`config.mk`:
```
export PLATFORM = sky130hd
export DESIGN_NAME = arm_mem_loader_flat
export DESIGN_NICKNAME = d
export VERILOG_FILES = /design/src/rtl/arm_mem_loader_if.sv /design/src/rtl/arm_mem_loader.sv /design/src/flat_wrapper.sv
export SDC_FILE = /design/constraint.sdc
export NUM_CORES = 1
export LEC_CHECK = 0
export CAP_MARGIN = 20
export CORE_AREA = 2 2 109 111
export DETAILED_ROUTE_END_ITERATION = 16
export DIE_AREA = 0 0 111 113
export GPL_TIMING_DRIVEN = 0
export PLACE_DENSITY = 0.75
export SKIP_CTS_REPAIR_TIMING = 1
export SYNTH_ARGS = -nofsm -noshare
export SYNTH_HDL_FRONTEND = slang
export SYNTH_SLANG_ARGS = --single-unit
```
`constraint.sdc`:
```
create_clock -name clk -period 1.9 [get_ports clk]
set_input_delay 0.475 -clock clk [delete_from_list [all_inputs] [get_ports clk]]
set_output_delay 0.475 -clock clk [all_outputs]
set_load 0.005 [all_outputs]
```
`src/rtl/arm_mem_loader_if.sv`:
```
// Byte-stream input and instruction/data memory write ports of the boot loader.
// slave = loader side, master = byte source plus memory side.
interface arm_mem_loader_if;
  logic [7:0]  in_data;
  logic        in_valid;
  logic        in_ready;
  logic        ins_we;
  logic [31:0] ins_addr;
  logic [31:0] ins_wdata;
  logic        dmem_we;
  logic [31:0] dmem_addr;
  logic [31:0] dmem_wdata;

  modport slave (
    input  in_data, in_valid,
    output in_ready,
    output ins_we, ins_addr, ins_wdata,
    output dmem_we, dmem_addr, dmem_wdata
  );

  modport master (
    output in_data, in_valid,
    input  in_ready,
    input  ins_we, ins_addr, ins_wdata,
    input  dmem_we, dmem_addr, dmem_wdata
  );
endinterface

```
`src/rtl/arm_mem_loader.sv`:
```
// Boot loader: assembles little-endian words from a byte stream into instruction then data memory,
// holding the ARM core in reset until done. Define ARM_LOADER_CHECKSUM_EN for the trailing sum check.
//
// state       | meaning
// ------------+---------------------------------------------------------------
// S_IDLE      | after reset, core held, waiting for start
// S_LOAD_INS  | receiving instruction words
// S_LOAD_DATA | receiving data words
// S_CHECK     | receiving the 4-byte expected sum (checksum build only)
// S_DONE      | load complete, core released
// S_ERROR     | sum mismatch, core held, chk_err set (checksum build only)
module arm_mem_loader #(
  parameter int INS_MEM_SIZE  = 32,
  parameter int DATA_MEM_SIZE = 64
) (
  input  logic clk,
  input  logic rst,
  input  logic start,
  arm_mem_loader_if.slave bus,
  output logic cpu_rst,
  output logic done,
  output logic chk_err
);

  localparam int MAX_SIZE = (INS_MEM_SIZE > DATA_MEM_SIZE) ? INS_MEM_SIZE : DATA_MEM_SIZE;
  localparam int CNT_W    = (MAX_SIZE > 1) ? $clog2(MAX_SIZE) : 1;

  typedef enum logic [2:0] {
    S_IDLE,
    S_LOAD_INS,
    S_LOAD_DATA,
    S_DONE
`ifdef ARM_LOADER_CHECKSUM_EN
    , S_CHECK,
    S_ERROR
`endif
  } state_t;

  state_t             state, state_nxt;
  logic [1:0]         byte_cnt;
  logic [23:0]        word_buf;
  logic [CNT_W-1:0]   word_cnt;
  logic               accept, word_done, last_ins, last_data, begin_load;
  logic [31:0]        full_word;
  logic [31:0]        word_addr;
`ifdef ARM_LOADER_CHECKSUM_EN
  logic [31:0]        sum;
`endif

  assign accept     = bus.in_valid && bus.in_ready;
  assign word_done  = accept && (byte_cnt == 2'd3);
  assign full_word  = {bus.in_data, word_buf};
  assign word_addr  = 32'({word_cnt, 2'b00});
  assign last_ins   = (word_cnt == CNT_W'(INS_MEM_SIZE - 1));
  assign last_data  = (word_cnt == CNT_W'(DATA_MEM_SIZE - 1));
`ifdef ARM_LOADER_CHECKSUM_EN
  assign begin_load = start && (state == S_IDLE || state == S_DONE || state == S_ERROR);
`else
  assign begin_load = start && (state == S_IDLE || state == S_DONE);
`endif

  always_ff @(posedge clk) begin
    if (rst) state <= S_IDLE;
    else     state <= state_nxt;
  end

  always_comb begin
    state_nxt = state;
    case (state)
      S_IDLE:      if (start) state_nxt = S_LOAD_INS;
      S_LOAD_INS:  if (word_done && last_ins) state_nxt = S_LOAD_DATA;
`ifdef ARM_LOADER_CHECKSUM_EN
      S_LOAD_DATA: if (word_done && last_data) state_nxt = S_CHECK;
      S_CHECK:     if (word_done) state_nxt = (full_word == sum) ? S_DONE : S_ERROR;
      S_ERROR:     if (start) state_nxt = S_LOAD_INS;
`else
      S_LOAD_DATA: if (word_done && last_data) state_nxt = S_DONE;
`endif
      S_DONE:      if (start) state_nxt = S_LOAD_INS;
      default:     state_nxt = S_IDLE;
    endcase
  end

  // The final data write lands in the first DONE cycle; release the core one cycle later.
  always_comb begin
    bus.in_ready = 1'b0;
    cpu_rst      = 1'b1;
    done         = 1'b0;
    chk_err      = 1'b0;
    case (state)
      S_LOAD_INS, S_LOAD_DATA: bus.in_ready = 1'b1;
`ifdef ARM_LOADER_CHECKSUM_EN
      S_CHECK: bus.in_ready = 1'b1;
      S_ERROR: chk_err      = 1'b1;
`endif
      S_DONE: begin
        cpu_rst = bus.dmem_we;
        done    = !bus.dmem_we;
      end
      default: ;
    endcase
  end

  always_ff @(posedge clk) begin
    if (rst) begin
      byte_cnt       <= '0;
      word_buf       <= '0;
      word_cnt       <= '0;
      bus.ins_we     <= 1'b0;
      bus.ins_addr   <= '0;
      bus.ins_wdata  <= '0;
      bus.dmem_we    <= 1'b0;
      bus.dmem_addr  <= '0;
      bus.dmem_wdata <= '0;
`ifdef ARM_LOADER_CHECKSUM_EN
      sum            <= '0;
`endif
    end else begin
      bus.ins_we  <= 1'b0;
      bus.dmem_we <= 1'b0;
      if (begin_load) begin
        byte_cnt      <= '0;
        word_cnt      <= '0;
        bus.ins_addr  <= '0;
        bus.dmem_addr <= '0;
`ifdef ARM_LOADER_CHECKSUM_EN
        sum           <= '0;
`endif
      end else if (accept) begin
        byte_cnt <= byte_cnt + 2'd1;
        word_buf <= {bus.in_data, word_buf[23:8]};
        if (word_done && state == S_LOAD_INS) begin
          bus.ins_we    <= 1'b1;
          bus.ins_addr  <= word_addr;
          bus.ins_wdata <= full_word;
          word_cnt      <= last_ins ? '0 : word_cnt + 1'b1;
`ifdef ARM_LOADER_CHECKSUM_EN
          sum           <= sum + full_word;
`endif
        end
        if (word_done && state == S_LOAD_DATA) begin
          bus.dmem_we    <= 1'b1;
          bus.dmem_addr  <= word_addr;
          bus.dmem_wdata <= full_word;
          word_cnt       <= last_data ? '0 : word_cnt + 1'b1;
`ifdef ARM_LOADER_CHECKSUM_EN
          sum            <= sum + full_word;
`endif
        end
      end
    end
  end

endmodule

```
`src/flat_wrapper.sv`:
```
// flat-port wrapper written by rule: the top's interface ports become plain ports
module arm_mem_loader_flat 
#(
  parameter int INS_MEM_SIZE  = 32,
  parameter int DATA_MEM_SIZE = 64
)
  (clk, rst, start, cpu_rst, done, chk_err, bus_in_data, bus_in_valid, bus_in_ready, bus_ins_we, bus_ins_addr, bus_ins_wdata, bus_dmem_we, bus_dmem_addr, bus_dmem_wdata);
  arm_mem_loader_if bus_i ();
  input  logic clk;
  input  logic rst;
  input  logic start;
  output logic cpu_rst;
  output logic done;
  output logic chk_err;
  input wire logic [$bits(bus_i.in_data)-1:0] bus_in_data;
  input wire logic [$bits(bus_i.in_valid)-1:0] bus_in_valid;
  output wire logic [$bits(bus_i.in_ready)-1:0] bus_in_ready;
  output wire logic [$bits(bus_i.ins_we)-1:0] bus_ins_we;
  output wire logic [$bits(bus_i.ins_addr)-1:0] bus_ins_addr;
  output wire logic [$bits(bus_i.ins_wdata)-1:0] bus_ins_wdata;
  output wire logic [$bits(bus_i.dmem_we)-1:0] bus_dmem_we;
  output wire logic [$bits(bus_i.dmem_addr)-1:0] bus_dmem_addr;
  output wire logic [$bits(bus_i.dmem_wdata)-1:0] bus_dmem_wdata;
  assign bus_i.in_data = bus_in_data;
  assign bus_i.in_valid = bus_in_valid;
  assign bus_in_ready = bus_i.in_ready;
  assign bus_ins_we = bus_i.ins_we;
  assign bus_ins_addr = bus_i.ins_addr;
  assign bus_ins_wdata = bus_i.ins_wdata;
  assign bus_dmem_we = bus_i.dmem_we;
  assign bus_dmem_addr = bus_i.dmem_addr;
  assign bus_dmem_wdata = bus_i.dmem_wdata;
  arm_mem_loader #(.INS_MEM_SIZE(INS_MEM_SIZE), .DATA_MEM_SIZE(DATA_MEM_SIZE)) u_core (.clk(clk), .rst(rst), .start(start), .bus(bus_i), .cpu_rst(cpu_rst), .done(done), .chk_err(chk_err));
endmodule
```
## Word level (Yosys, flattened, before mapping)

Index checks and enable logic that the tools add are counted.

- Add/sub/neg operators: 2
- Eq/ne operators: 9
- Mux-type cells: 13
- Bitwise gates (word level): 2
- Reductions and logical operators: 22

Operators with widths:

| operator | count |
|---|---|
| 2-to-1 mux 6 bit | 4 |
| 2-to-1 mux 3 bit | 3 |
| case mux 3 bit (3 select lines) | 1 |
| AND reduction 3 bit | 3 |
| AND reduction 2 bit | 4 |
| logical AND 1 bit | 7 |
| adder 6 x 1 -> 6 bit, second input constant | 1 |
| equality test 3 x 2 -> 1 bit, second input constant | 2 |
| equality test 6 x 5 -> 1 bit, second input constant | 1 |
| equality test 6 bit, second input constant | 1 |
| inequality test 2 x 1 -> 1 bit, second input constant | 3 |
| OR reduction 2 bit | 3 |
| 2-to-1 mux 1 bit | 5 |
| equality test 3 x 1 -> 1 bit, second input constant | 1 |
| zero test 3 bit | 1 |
| OR reduction 3 bit | 1 |
| adder 2 x 1 -> 2 bit, second input constant | 1 |
| equality test 2 bit, second input constant | 1 |
| inverter 1 bit | 2 |
| nonzero test 2 bit | 1 |
| zero test 1 bit | 1 |
| logical OR 1 bit | 1 |

- Register bits after elaboration: 113
- Input bits: 12

## Depth between registers and ports, before layout

- Depth in word-level cells: 8
- Depth in mapped cells: 9

## Least setup slack after synthesis

Ideal clock, no wire load.

- Path type: register to register
- From: register u_core.state[0]
- To: register u_core.state[1]
- Data arrival time: 1.829 ns
- Data required time: 1.780 ns
- Path slack: -0.049 ns
- Cell stages (with the launch flop): 7
- Path buffers: 0
- Period minus slack after synthesis: 1.949 ns
- Path through: dfxtp_1 > inv_1 > ha_1 > nand3b_4 > or3_4 > mux2_2 > a211o_1

- Longest elaborated chain between the ends: 8
- Elaborated cells on any way between the ends: 16

RTL lines:

| element | RTL line | RTL |
|---|---|---|
| start: declaration | arm_mem_loader.sv:39 | `state_t state, state_nxt;` |
| start signal: assignment | arm_mem_loader.sv:64 | `else state <= state_nxt;` |
| equality test 3 x 2 -> 1 bit / equality test 3 x 1 -> 1 bit (equally long branches) | arm_mem_loader.sv:69, arm_mem_loader.sv:90 |  |
| OR reduction 2 bit | arm_mem_loader.sv:90 | `case (state)` |
| 2-to-1 mux 1 bit | arm_mem_loader.sv:90 |  |
| logical AND 1 bit | arm_mem_loader.sv:50 | `assign accept = bus.in_valid && bus.in_ready;` |
| logical AND 1 bit | arm_mem_loader.sv:51 | `assign word_done = accept && (byte_cnt == 2'd3);` |
| logical AND 1 bit (on tied branches) | arm_mem_loader.sv:71, arm_mem_loader.sv:77 |  |
| inequality test 2 x 1 -> 1 bit (no line) | -- |  |
| AND reduction 3 bit (no line) | -- |  |

Several ways; a longest one is shown, not always the timed one.
A chain may end at the register's enable or synchronous reset.

## Worst setup path after layout

Ends and elaborated chain as after synthesis.

==> impl_metrics.toml <==
[clock_network]
tritoncts = "yes"
path_clk_slew_ns = 0.07
cts_inserted_buffers = 9
ctsHtreeMaxLevel = 3
cts.sinks = 112
worstSkewPairLatency_ns = 0.35
root_buffer = "clkbuf_16"
clock_path_buffers = 2

[synthesis]
syn-instance-count = 567
synth.distinct_cells = 29
synthSimpleGateAreaFrac_pct = 21.3
yosysWarnings = 0
synth_area_per_cell_um2 = 7.92
synth_top_area_share_pct = 50.0
seq_area_frac_synth_pct = 50.0
synth_compound_area_share_pct = 13.4
synth.area.top_cells = "dfxtp_1 50%, nand2_1 17%, a21oi_1 12%, buf_4 8.9%, clkbuf_1 1.7%"
synth_top_area_cell = "dfxtp_1"
post_synth_xor_area_fraction_pct = 1.17
muxShareOfSynthArea_pct = 0.251
syn_area_um2 = 4490
synth.ff_latch_count = 112
synth_fa_ha_area_share_pct = 1.39
synth_top_family_by_area = "simple AND/OR/NAND/NOR gates"

[global_routing]
grt_start_max_net_pins = 21
grt-ovfl-total = 0
grt_use_total_pct = 17.9
grt_pass1_vias = 3819
grt_pass1_wl_mm = 18.1
grt_antenna_before_repair = 0

[sta]
layout_min_cycle_time_ns = 1.91
slew_viol_final = 0
slew_headroom_pct = 61.4
tightest_slew_ns = 0.579
hold_viol = 0
setup_ws_ns = -0.0129
fin_skew_ns = 0.00842
fmax_ghz = 0.523
tns_ns = -0.0129
setup_viol = 1
rsz0062_at_grt = "true"
finalCritPeriodShare_pct = 101

[placement]
routabilityCongestion = 0.807
hpwl_mm = 8.41
dpl_worst_slack_ns = -0.587
dp_cells = 854
io_buffers = 92
place_area_um2 = 5800

[setup_path]
end_kind = "flip-flop"
worstSetupPathType = "reg -> reg"
worstPathCellList = "inv_2 -> ha_4 -> nand3b_4 -> or3_4 -> mux2_2 -> a211o_1"
r2r-end = "u_core.state[1]$_SDFFE_PP0P_"
crit_slowest_cell = "or3_4"
cp.required_ns = 2.14
worst-path-stages = 6
critPathBufInv = 1
cp_max_fo = 6
crit_path_start_kind = "flip-flop"
slowest_delay_ns = 0.46
crit_arrival_ns = 2.16
reg2regPathDepth = 6
cp-startpoint = "u_core.state[0]$_SDFFE_PP0P_"
rrSetupSlack_ns = -0.01
crit_family = "simple AND/OR/NAND/NOR gates"
r2r_start = "u_core.state[0]$_SDFFE_PP0P_"
crit_end = "u_core.state[1]$_SDFFE_PP0P_"

[power_and_ir_drop]
power.leakage_nw = 2.35
peakVddDrop_uv = 565
p_per_area_nw_per_um2 = 879

[detailed_routing]
detail_route.iter0.violations = 188
post_drt_wl_per_cell_um = 13.3
drc = 0
post_drt_via_cell_ratio = 4.69
wl_mm = 11.6
via_count = 4092
dr.pass1.iters = 5
ant_nets = 0

[finish]
register_area_um2 = 2250
instances_no_fill = 873
final_common_cell = "nand2_1"
antenna_cells = 0
fin_area_um2 = 6200
layout.nets = 742
fillers = 1018
area_delta_synth_final_pct = 38.2
final_cell_mix = "206 x nand2_1, 110 x dfxtp_1, 106 x a21oi_1"
multiInputGateArea_um2 = 1920
drive_gt1_share_pct = 14.8

[floorplanning]
io_pins = 146
start_util_pct = 39.8
die_area_um2 = 12500
die_w_um = 111
die_h_um = 113
core_um2 = 11300
fp-row-count = 39

[hold_path]
hold_class = "reg -> reg"

[job]
drv_cap = 0

[run_status]
violations = "setup timing"
status = "finished with violations"
==> state kept, by name, summed over array words and instances (netlist names) <==
name and flops:
u_core.byte_cnt 2, u_core.bus.ins_addr 6, u_core.bus.ins_we 1, u_core.bus.dmem_wdata 32
u_core.bus.dmem_we 1, u_core.state 2, u_core.bus.dmem_addr 6, u_core.bus.ins_wdata 32
u_core.word_cnt 6, u_core.word_buf 24
==> how the worst min path moves through the flow <==
stage / end / depth (start not counted) / from
2_1_floorplan: u_core.byte_cnt[1]$_SDFFE_PP0P_ / 2 / u_core.byte_cnt[1]$_SDFFE_PP0P_
3_3_place_gp: u_core.bus.dmem_wdata[27]$_SDFFE_PP0P_ / 2 / u_core.bus.dmem_wdata[27]$_SDFFE_PP0P_
3_5_place_dp: u_core.bus.ins_wdata[8]$_SDFFE_PP0P_ / 2 / u_core.bus.ins_wdata[8]$_SDFFE_PP0P_
4_1_cts: u_core.bus.ins_wdata[8]$_SDFFE_PP0P_ / 2 / u_core.bus.ins_wdata[8]$_SDFFE_PP0P_
5_1_grt: u_core.bus.ins_wdata[17]$_SDFFE_PP0P_ / 2 / u_core.bus.ins_wdata[17]$_SDFFE_PP0P_
6_report: u_core.bus.ins_wdata[8]$_SDFFE_PP0P_ / 2 / u_core.bus.ins_wdata[8]$_SDFFE_PP0P_
==> worst min-delay path, cell delays in order, from the launching register on <==
cell and delay, ns:
dfxtp_1 0.31, nand2_1 0.05, a21oi_1 0.05
==> cell families (layout without fill, tap and decap cells) <==
family	Yosys count	count (layout)
compound gates	113	113
xor+xnor	6	6
mux	1	1
buf+inv	92	203
flops	112	112
other cells	1	53
fa+ha+maj	5	5
simple gates	237	237
==> per-layer routing <==
layer | GRT usage (%) | routed length, um | up-vias
met2 | 30.1 | 5570 | 139
li1 | - | - | 2041
met3 | 4.71 | 859 | 16
met5 | 0 | 0 | -
met4 | 7.33 | 209 | 0
met1 | 21.9 | 4940 | 1896
==> synthesized netlist by cell type <==
master and count:
o21ai_0 3, and3_2 2, mux2_2 1, xnor2_1 6
conb_1 1, inv_1 6, dfxtp_1 112, buf_1 2
ha_1 5, buf_2 11, a211o_1 1, nor4b_1 1
a21oi_1 106, nand2b_1 2, nand4_1 1, nand3b_4 1
nor3b_1 2, nor4_1 1, o221a_2 1, o21bai_1 1
nor2_1 11, a2111oi_4 1, buf_4 53, or3_4 1
nor2b_1 2, nor3_1 3, nand3_1 4, clkbuf_1 20
nand2_1 206
==> layout make-up <==
class,instances,share of cell area [%]
Buffer,86,9.40
Clock buffer,9,3.63
Clock inverter,7,1.09
Inverter,6,0.363
Multi-Input combinational cell,415,31.0
Sequential cell,112,36.3
Tap cell,143,2.88
Timing Repair Buffer,95,15.4
==> report_power, final <==
part           leakage, nW  switching [mW]  total, mW  internal [mW]
clock                0.133           0.935       1.85          0.918
sequential           0.904           0.105       2.55           2.44
combinational         1.31           0.597       1.05          0.454
total                 2.35            1.64       5.45           3.81
==> per-stage QoR <==
| step | power, mW | utilization [%] | hold WS (ns) |
|---|---|---|---|
| 6_report | 5.45 | 55.0 | 0.457 |
| 5_1_grt | 5.66 | 55.0 | 0.483 |
| 4_1_cts | 5.35 | 54.0 | 0.457 |
| 3_5_place_dp | 3.53 | 51.4 | 0.446 |
| 3_3_place_gp | 3.50 | 51.4 | 0.442 |
| 2_1_floorplan | 3.26 | - | 0.440 |
(Power assumes the default switching activity.)
==> RTL edit, RTL diff (same settings) <==
Re-encode `state_t` (4 states) as Gray code, 2 bits wide.
--- a/src/rtl/arm_mem_loader.sv
+++ b/src/rtl/arm_mem_loader.sv
@@ -25,11 +25,11 @@
   localparam int MAX_SIZE = (INS_MEM_SIZE > DATA_MEM_SIZE) ? INS_MEM_SIZE : DATA_MEM_SIZE;
   localparam int CNT_W    = (MAX_SIZE > 1) ? $clog2(MAX_SIZE) : 1;
 
-  typedef enum logic [2:0] {
-    S_IDLE,
-    S_LOAD_INS,
-    S_LOAD_DATA,
-    S_DONE
+  typedef enum logic [1:0] {
+    S_IDLE      = 2'b00,
+    S_LOAD_INS  = 2'b01,
+    S_LOAD_DATA = 2'b11,
+    S_DONE      = 2'b10
 `ifdef ARM_LOADER_CHECKSUM_EN
     , S_CHECK,
     S_ERROR
Check against the original RTL: no difference found for any inputs over 4 cycles, from zero or initial values and one cycle with rst high; so few cycles prove little.
==> RTL edit against the unedited design <==
Sequential share of layout area is 0.81 points higher; first-iteration DRC count is 14% lower; die area did not move; worst setup slack improved by 150 ps; routed wire length is 4.2% lower; design area shrank 2.5%; sequential cell count unchanged; non-clock buffer count grew 5; synthesized area decreased by 1.5%; count of clock-buffer cells in the layout is 1 higher.
Power is not compared: it rests on default switching activity, and its combinational part moved more than twofold at a synthesized area within 25%.
==> RTL edit: results (changes against the unedited design) <==
- CP peak stage delay: 330 ps (-130 ps)
- Port Buffer Count: 91 (-1.1%)
- Biggest regs: u_core.bus.dmem_wdata x32, u_core.bus.ins_wdata x32, u_core.word_buf x24
- Via/cell ratio: 4.555 (-2.8%)
- First-pass GRT wire length: 17720 microns (-2.4%)
- Hold WS: 454.3 ps (-2.283 ps)
- GRT Util Overall: 17.41% (-0.46 points)
- Compound-Gate Fraction of Synth Area: 13.73% (+0.35 points)
- Slew HR: 64.78% (+3.4 points)
- DP Wirelength: 8307 microns (-1.2%)
- Largest net degree at the start of global routing: 19 (-9.5%)
- FF-to-FF setup slack: 140 ps (+150 ps)
- CP max FO: 8 (+2)
- Post-Synth Adder-Cell Area: 0.5661% (-0.83 points)
- Critical R2R Launch: u_core.byte_cnt[0]
- Placer Congestion: 0.8226 (+1.9%)
- Post-Synth XOR/XNOR Area: 0.7925% (-0.38 points)
- Arrival time at the worst endpoint: 1290 ps (-870 ps)
- Synth top cells by count: nand2_1, dfxtp_1, a21oi_1
- Worst Hold Endpoint: u_core.bus.ins_wdata[3]
- Synth top area cells: dfxtp_1, nand2_1, a21oi_1
- Sequential fraction of the synthesis area: 50.72% (+0.76 points)
- Metal-1 WL: 4856 microns (-1.7%)
- CP top delay family: buffers and inverters
- Met3 Usage GRT: 4.928% (+0.21 points)
- Share of post-route cells with drive strength above 1: 13.06% (-1.7 points)
- First-pass DRT Iterations: 4 (-1)
- WL/cell: 12.86 microns (-3.1%)
- Slowest cell on the critical path: dfxtp_2
- DR WL met2: 5207 microns (-6.6%)
- Fin nets: 729 (-1.8%)
- Outcome: finished clean
- Vias in the first global route: 3640 (-4.7%)
- Post-synthesis mux area share: 0% (-0.25 points)
- Worst Skew: 8.465 ps (+0.04952 ps)
- Setup crit end: done
- Hold path start: u_core.bus.ins_wdata[3]
- DRT iter0 DRCs: 162 (-14%)
-- RTL edit: cell types whose count changed after synthesis, moves of 3 or more --
| cell | change |
|---|---|
| nor2_1 | -5 |
| inv_1 | -3 |
| nor3_1 | -3 |
| buf_4 | +3 |
| ha_1 | -3 |
| xnor2_1 | -4 |
| a21oi_1 | -4 |
-- RTL edit: metrics by stage --
stage	std cells	setup slack [ps]	cell area [sq um]	setup TNS [ps]
finish	863	137.4	6050	0
CTS	858	-152.3	6003	-320.5
detailed placement	842	-121.8	5705	-5645
global placement	842	-89.79	5705	-5295
floorplan	608	430.4	4616	0
global route	863	9.249	6050	0
-- RTL edit: cell type report --
cell class / instances / area [sq um]
multi-input combinational: 403 / 1793
clock inverter: 6 / 68.82
timing repair buffer: 96 / 955.9
fill: 1048 / 5223
sequential: 112 / 2243
inverter: 3 / 11.26
buffer: 90 / 569.3
tap: 143 / 178.9
clock buffer: 10 / 229.0
